===== src/rtl/keypad_pkg.sv =====
// Shared types and constants for the 4x4 matrix keypad decoder.
// Key map index is {column, row}, rows numbered top to bottom.
package keypad_pkg;

    localparam int SCAN_TICKS_DEFAULT     = 100000;
    localparam int DEBOUNCE_SCANS_DEFAULT = 4;

    typedef enum logic [1:0] {
        SCAN,
        CONFIRM,
        HELD,
        RELEASE
    } state_t;

    typedef enum logic [1:0] {
        CLS_NONE,
        CLS_SINGLE,
        CLS_MULTI
    } scan_cls_t;

    // Entry 0 is col0/row0; leftmost literal is entry 15 (col3/row3).
    localparam logic [15:0][3:0] KEY_MAP = {
        4'hD, 4'hC, 4'hB, 4'hA,
        4'hE, 4'h9, 4'h6, 4'h3,
        4'hF, 4'h8, 4'h5, 4'h2,
        4'h0, 4'h7, 4'h4, 4'h1
    };

    // Position of the lowest asserted row; only meaningful with exactly one bit set.
    function automatic logic [1:0] row_pos(input logic [3:0] low_rows);
        logic [1:0] pos;
        pos = 2'd0;
        for (int r = 3; r >= 0; r--) begin
            if (low_rows[r]) pos = 2'(r);
        end
        return pos;
    endfunction

endpackage


===== src/rtl/keypad_col_scanner.sv =====
// Column scan timing: one-cold active-low column drive, rotating every SCAN_TICKS
// cycles, with a sample strobe on the last cycle of each column period.
module keypad_col_scanner
    import keypad_pkg::*;
#(
    parameter int SCAN_TICKS = SCAN_TICKS_DEFAULT
) (
    input  logic       clk,
    input  logic       rst,
    output logic [3:0] col,
    output logic [1:0] col_idx,
    output logic       sample,
    output logic       scan_done
);

    localparam int TICK_W = $clog2(SCAN_TICKS);
    localparam logic [TICK_W-1:0] TICK_LAST = TICK_W'(SCAN_TICKS - 1);

    logic [TICK_W-1:0] tick;

    always_ff @(posedge clk) begin
        if (rst) begin
            tick    <= '0;
            col_idx <= 2'd0;
        end else if (tick == TICK_LAST) begin
            tick    <= '0;
            col_idx <= col_idx + 2'd1;
        end else begin
            tick <= tick + 1'b1;
        end
    end

    assign sample    = (tick == TICK_LAST);
    assign scan_done = sample && (col_idx == 2'd3);
    assign col       = ~(4'b0001 << col_idx);

endmodule


===== src/rtl/keypad_decoder.sv =====
// 4x4 keypad decoder: per-scan classification, debounce FSM and registered
// key outputs. Column timing lives in keypad_col_scanner.
module keypad_decoder
    import keypad_pkg::*;
#(
    parameter int SCAN_TICKS     = SCAN_TICKS_DEFAULT,
    parameter int DEBOUNCE_SCANS = DEBOUNCE_SCANS_DEFAULT
) (
    input  logic       clk,
    input  logic       rst,
    input  logic [3:0] row,
    output logic [3:0] col,
    output logic [3:0] number_input,
    output logic       digit_changed,
    output logic [3:0] key_code,
    output logic       key_pressed
);

    localparam int CNT_W = $clog2(DEBOUNCE_SCANS + 1);
    localparam logic [CNT_W-1:0] CNT_DONE = CNT_W'(DEBOUNCE_SCANS);

    logic [1:0] col_idx;
    logic       sample;
    logic       scan_done;

    keypad_col_scanner #(
        .SCAN_TICKS(SCAN_TICKS)
    ) u_scanner (
        .clk      (clk),
        .rst      (rst),
        .col      (col),
        .col_idx  (col_idx),
        .sample   (sample),
        .scan_done(scan_done)
    );

    logic [3:0] low_rows;
    logic [2:0] col_hits;
    logic [1:0] base_hits;
    logic [2:0] scan_sum;
    logic [1:0] next_hits;
    logic [3:0] next_code;
    logic [1:0] acc_hits;
    logic [3:0] acc_code;
    scan_cls_t  next_cls;

    // Hit count saturates at 2; column 0 starts a fresh scan.
    always_comb begin
        low_rows  = ~row;
        col_hits  = 3'(low_rows[0]) + 3'(low_rows[1]) + 3'(low_rows[2]) + 3'(low_rows[3]);
        base_hits = (col_idx == 2'd0) ? 2'd0 : acc_hits;
        scan_sum  = 3'(base_hits) + col_hits;
        next_hits = (scan_sum > 3'd2) ? 2'd2 : scan_sum[1:0];
        next_code = acc_code;
        if (col_hits == 3'd1) next_code = KEY_MAP[{col_idx, row_pos(low_rows)}];
        case (next_hits)
            2'd0:    next_cls = CLS_NONE;
            2'd1:    next_cls = CLS_SINGLE;
            default: next_cls = CLS_MULTI;
        endcase
    end

    always_ff @(posedge clk) begin
        if (sample) begin
            acc_hits <= next_hits;
            acc_code <= next_code;
        end
    end

    // p1: scan result registered at the end of column 3
    scan_cls_t  scan_cls_p1;
    logic [3:0] scan_code_p1;
    logic       vld_p1;

    always_ff @(posedge clk) begin
        if (scan_done) begin
            scan_cls_p1  <= next_cls;
            scan_code_p1 <= next_code;
        end
    end

    always_ff @(posedge clk) begin
        if (rst) vld_p1 <= 1'b0;
        else     vld_p1 <= scan_done;
    end

    state_t           state;
    logic [CNT_W-1:0] cnt;
    logic [CNT_W-1:0] cnt_inc;
    logic [3:0]       cand;
    logic             is_single;
    logic             is_none;
    logic             accept;
    logic             drop;

    always_comb begin
        cnt_inc   = cnt + 1'b1;
        is_single = (scan_cls_p1 == CLS_SINGLE);
        is_none   = (scan_cls_p1 == CLS_NONE);
        accept    = vld_p1 && is_single &&
                    ((state == SCAN && DEBOUNCE_SCANS == 1) ||
                     (state == CONFIRM && scan_code_p1 == cand && cnt_inc == CNT_DONE));
        drop      = vld_p1 && is_none &&
                    ((state == HELD && DEBOUNCE_SCANS == 1) ||
                     (state == RELEASE && cnt_inc == CNT_DONE));
    end

    // p2: debounce state and outputs
    always_ff @(posedge clk) begin
        if (rst) begin
            state         <= SCAN;
            cnt           <= '0;
            number_input  <= 4'd0;
            key_code      <= 4'd0;
            digit_changed <= 1'b0;
            key_pressed   <= 1'b0;
        end else begin
            if (vld_p1) begin
                case (state)
                    SCAN: begin
                        if (is_single) begin
                            cand  <= scan_code_p1;
                            cnt   <= CNT_W'(1);
                            state <= (DEBOUNCE_SCANS == 1) ? HELD : CONFIRM;
                        end
                    end
                    CONFIRM: begin
                        if (!is_single) begin
                            state <= SCAN;
                        end else if (scan_code_p1 != cand) begin
                            cand <= scan_code_p1;
                            cnt  <= CNT_W'(1);
                        end else begin
                            cnt <= cnt_inc;
                            if (cnt_inc == CNT_DONE) state <= HELD;
                        end
                    end
                    HELD: begin
                        if (is_none) begin
                            cnt   <= CNT_W'(1);
                            state <= (DEBOUNCE_SCANS == 1) ? SCAN : RELEASE;
                        end
                    end
                    RELEASE: begin
                        if (!is_none) begin
                            state <= HELD;
                        end else begin
                            cnt <= cnt_inc;
                            if (cnt_inc == CNT_DONE) state <= SCAN;
                        end
                    end
                    default: state <= SCAN;
                endcase
            end
            if (accept) begin
                key_code    <= scan_code_p1;
                key_pressed <= 1'b1;
                if (scan_code_p1 <= 4'd9) begin
                    number_input  <= scan_code_p1;
                    digit_changed <= 1'b1;
                end
            end
            if (drop) begin
                key_pressed   <= 1'b0;
                digit_changed <= 1'b0;
            end
        end
    end

endmodule


===== config.mk =====
export PLATFORM = sky130hd
export DESIGN_NAME = keypad_decoder
export DESIGN_NICKNAME = d
export VERILOG_FILES = /design/src/rtl/keypad_pkg.sv /design/src/rtl/keypad_col_scanner.sv /design/src/rtl/keypad_decoder.sv
export SDC_FILE = /design/constraint.sdc
export NUM_CORES = 1
export LEC_CHECK = 0
export ABC_AREA = 0
export CAP_MARGIN = 30
export CORE_AREA = 10 10 81 83
export CTS_BUF_LIST = sky130_fd_sc_hd__clkbuf_16
export CTS_CLUSTER_SIZE = 25
export DETAILED_ROUTE_END_ITERATION = 12
export DIE_AREA = 0 0 91 93
export GPL_TIMING_DRIVEN = 0
export HOLD_SLACK_MARGIN = 0.12
export PLACE_DENSITY = 0.73
export SKIP_CTS_REPAIR_TIMING = 1
export SYNTH_ARGS = -nofsm -noshare
export SYNTH_HDL_FRONTEND = slang
export SYNTH_SLANG_ARGS = --single-unit
export TNS_END_PERCENT = 5

===== constraint.sdc =====
create_clock -name clk -period 2.6 [get_ports clk]
set_input_delay 0.52 -clock clk [delete_from_list [all_inputs] [get_ports clk]]
set_output_delay 0.52 -clock clk [all_outputs]
set_load 0.1 [all_outputs]

==> run_results.csv <==
group,metric,value,unit
pwr,power_density,541.9,mW/mm2
hold_path,min_from,"digit_changed",
grt,grt_pass1_vias,1775,
detailed_routing,wl_met1,2.110,mm
detailed_routing,wl,4.618,mm
clock_tree,cts-root-to-sink-buffers,2,
critical_path,startpoint,"u_scanner.col_idx[0]",
flow_run,maxCapViolCount,0,
detailed_routing,wl_met3,204,um
grt,grt_pass1_wl,8.162,mm
synthesis,synth.area.mux_share,4.591,%
finish,layout_common_cells,"dfxtp_1 (35), nor2_1 (25), nand2_1 (22), inv_1 (20), edfxtp_1 (16)",
synthesis,avgSynthCellArea,10.07,um2
finish,final_area,0.002974,mm2
placement,place_inst,340,
finish,area_growth,18.61,%
finish,final-instance-count-excl-fill,347,
grt,gr-usage-all-layers,11.71,%
finish,final_common_cell,"dfxtp_1",
timing,clock.fmax,0.4080,GHz
timing,tns,0,ps
timing,hold_viol,0,
floorplan,io_pins,20,
placement,io_buffer_count,19,
floorplan,design.core.area,0.005010,mm2
critical_path,cp_max_fo,7,
clock_tree,cts_buffers,5,
timing,fin_hold_ws,458.8,ps
synthesis,synth-async-reset-ratio,0,%
synthesis,synth_area,0.002507,mm2
floorplan,die_y,93,um
synthesis,syn_inst,249,
synthesis,synth_nets,269,
floorplan,die-area,0.008463,mm2
synthesis,synthAdderAreaFrac,7.984,%
timing,setup_viol,0,
synthesis,synth_edf_count,16,
synthesis,synth-compound-area-share,8.683,%
placement,detailed_place.area,0.002798,mm2
critical_path,crit_arrival,1930,ps
detailed_routing,via_count,1815,
finish,diodes,0,
detailed_routing,drc,0,
synthesis,synth_top_family_by_area,"simple AND/OR/NAND/NOR gates",
floorplan,die_x,91,um
clock_tree,cts.clk_slew.worst_paths,60,ps
critical_path,cp-end-kind,"output port",
grt,grt_overflow,0,
grt,grt_max_degree,16,
status,status,"completed",
clock_tree,clk_latency,290,ps
synthesis,ys.flop_type,"dfxtp_1",
timing,fin_crit_sh,94.26,%
finish,drive_above_1_share,9.747,%
clock_tree,clock_sinks,51,
critical_path,path_class,"flip-flop to output port",
clock_tree,cts_htree_levels,2,
clock_tree,cts_tree,"built",
pwr,finalPower,1.612,mW
timing,slew_violations,0,
synthesis,ys_warn_count,0,
floorplan,initial_core_util,50.05,%
critical_path,startpoint_type,"flip-flop",
detailed_routing,routedWlPerCell,13.31,um
synthesis,synthSimpleGateAreaFrac,19.26,%
detailed_routing,drt-initial-drc-count,113,
detailed_routing,via_per_inst,5.231,
detailed_routing,met2_length,2.245,mm
detailed_routing,topRoutingLayerUsed,"met4",
timing,maxSlewHeadroom,34.86,%
timing,worstMarginPinSlew,974.1,ps
clock_tree,clockRootBuffer,"clkbuf_16",
pwr,ir_worst_vdd,0.3562,mV
grt,grt_antenna_before_repair,0,
synthesis,synth-xor-area-share,7.335,%
synthesis,yosys.cell_types.count,48,
timing,fin_skew,7.001,ps
timing,rsz0062_at_grt,"no",
detailed_routing,drtAntennaViolNets,0,
finish,final_nets,296,
detailed_routing,dr.pass1.iters,4,
floorplan,rows,26,
hold_path,hp-class,"flip-flop to flip-flop",
critical_path,required,2080,ps
pwr,p_leak,1.126,nW
synthesis,ys_seq_area_share,47.11,%
placement,gp_congestion,0.8652,
synthesis,ys_ff_latch,51,
critical_path,timing.rr.start,"u_scanner.col_idx[0]",
placement,dp_hpwl,3.515,mm
timing,fin_crit,2451,ps
worst max-delay path, stage by stage (launching register included):
cell and delay, ps:
dfxtp_1 360, clkbuf_1 290, inv_1 170, ha_1 290, clkinvlp_4 90, clkbuf_2 450
per-layer routing:
layer  up-vias  global-route usage (%)
li1        928                       -
met1       853                   13.68
met2        29                   19.27
met3         5                   4.317
met4         0                   4.439
met5         -                       0
registers in the layout (all words and copies together), names as in the netlist:
register and count:
acc_code 4, acc_hits 2, cand 4, cnt 3, digit_changed 1, key_code 4, key_pressed 1, number_input 4
scan_cls_p1 2, scan_code_p1 4, state 2, u_scanner.col_idx 2, u_scanner.tick 17, vld_p1 1
worst paths after layout:
check,end,slack (ps),cells past startpoint
hold reg to reg,digit_changed,460,2
setup reg to reg,scan_cls_p1[0],230,9
setup / recovery,col[0],150,5
hold / removal,digit_changed,460,2
area by class of cell:
cell class                      instances  area (um2)
Buffer                                  8       40.04
Inverter                               22       86.33
Sequential cell                        51        1181
Fill cell                             448        2036
Clock inverter                          2       7.507
Timing Repair Buffer                   21       201.4
Tap cell                               70       87.58
Clock buffer                            6       150.1
Multi-Input combinational cell        167        1220
through the flow:
stage          util [%]  worst slack (ps)
6_report          59.37             149.2
5_1_grt           59.37             26.43
4_1_cts           58.99            -557.0
3_5_place_dp      55.84            -706.9
3_3_place_gp      55.67            -665.0
2_1_floorplan         -            -43.51
cells by family (layout without fill, tap and decap cells):
kind of cell             count (synthesis)  after routing
AO/OA/AOI/OAI                           30             30
flip-flops                              51             51
adder cells (fa/ha/maj)                 15             15
buffers and inverters                   31             59
XOR/XNOR                                21             21
AND/OR/NAND/NOR                         91             91
multiplexers                            10             10
where the power goes:
group	internal (mW)	switching [mW]
Combinational	0.0460	0.0583
Sequential	0.829	0.00577
Clock	0.408	0.265
Total	1.28	0.329
synth_stat cells (2+ instances only):
cell type	instances	area (um2)
dfxtp_1	35	700.7
nor2_1	25	93.84
nand2_1	22	82.58
inv_1	21	78.83
edfxtp_1	16	480.5
ha_1	12	150.1
xor2_1	12	105.1
nand4_1	9	56.30
o21ai_0	9	45.04
xnor2_1	9	78.83
nand3_1	8	40.04
mux2i_1	7	70.07
a21oi_1	5	25.02
clkbuf_1	5	18.77
nor4_1	5	31.28
and3_1	4	25.02
o2111ai_1	4	35.03
nand2b_1	3	18.77
and2_1	2	12.51
buf_2	2	10.01
fa_1	2	40.04
mux2_2	2	22.52
nor2b_1	2	12.51
nor3_1	2	10.01
o211a_1	2	20.02
o211ai_1	2	15.01
Note: power is estimated with default switching activity, not from simulation.
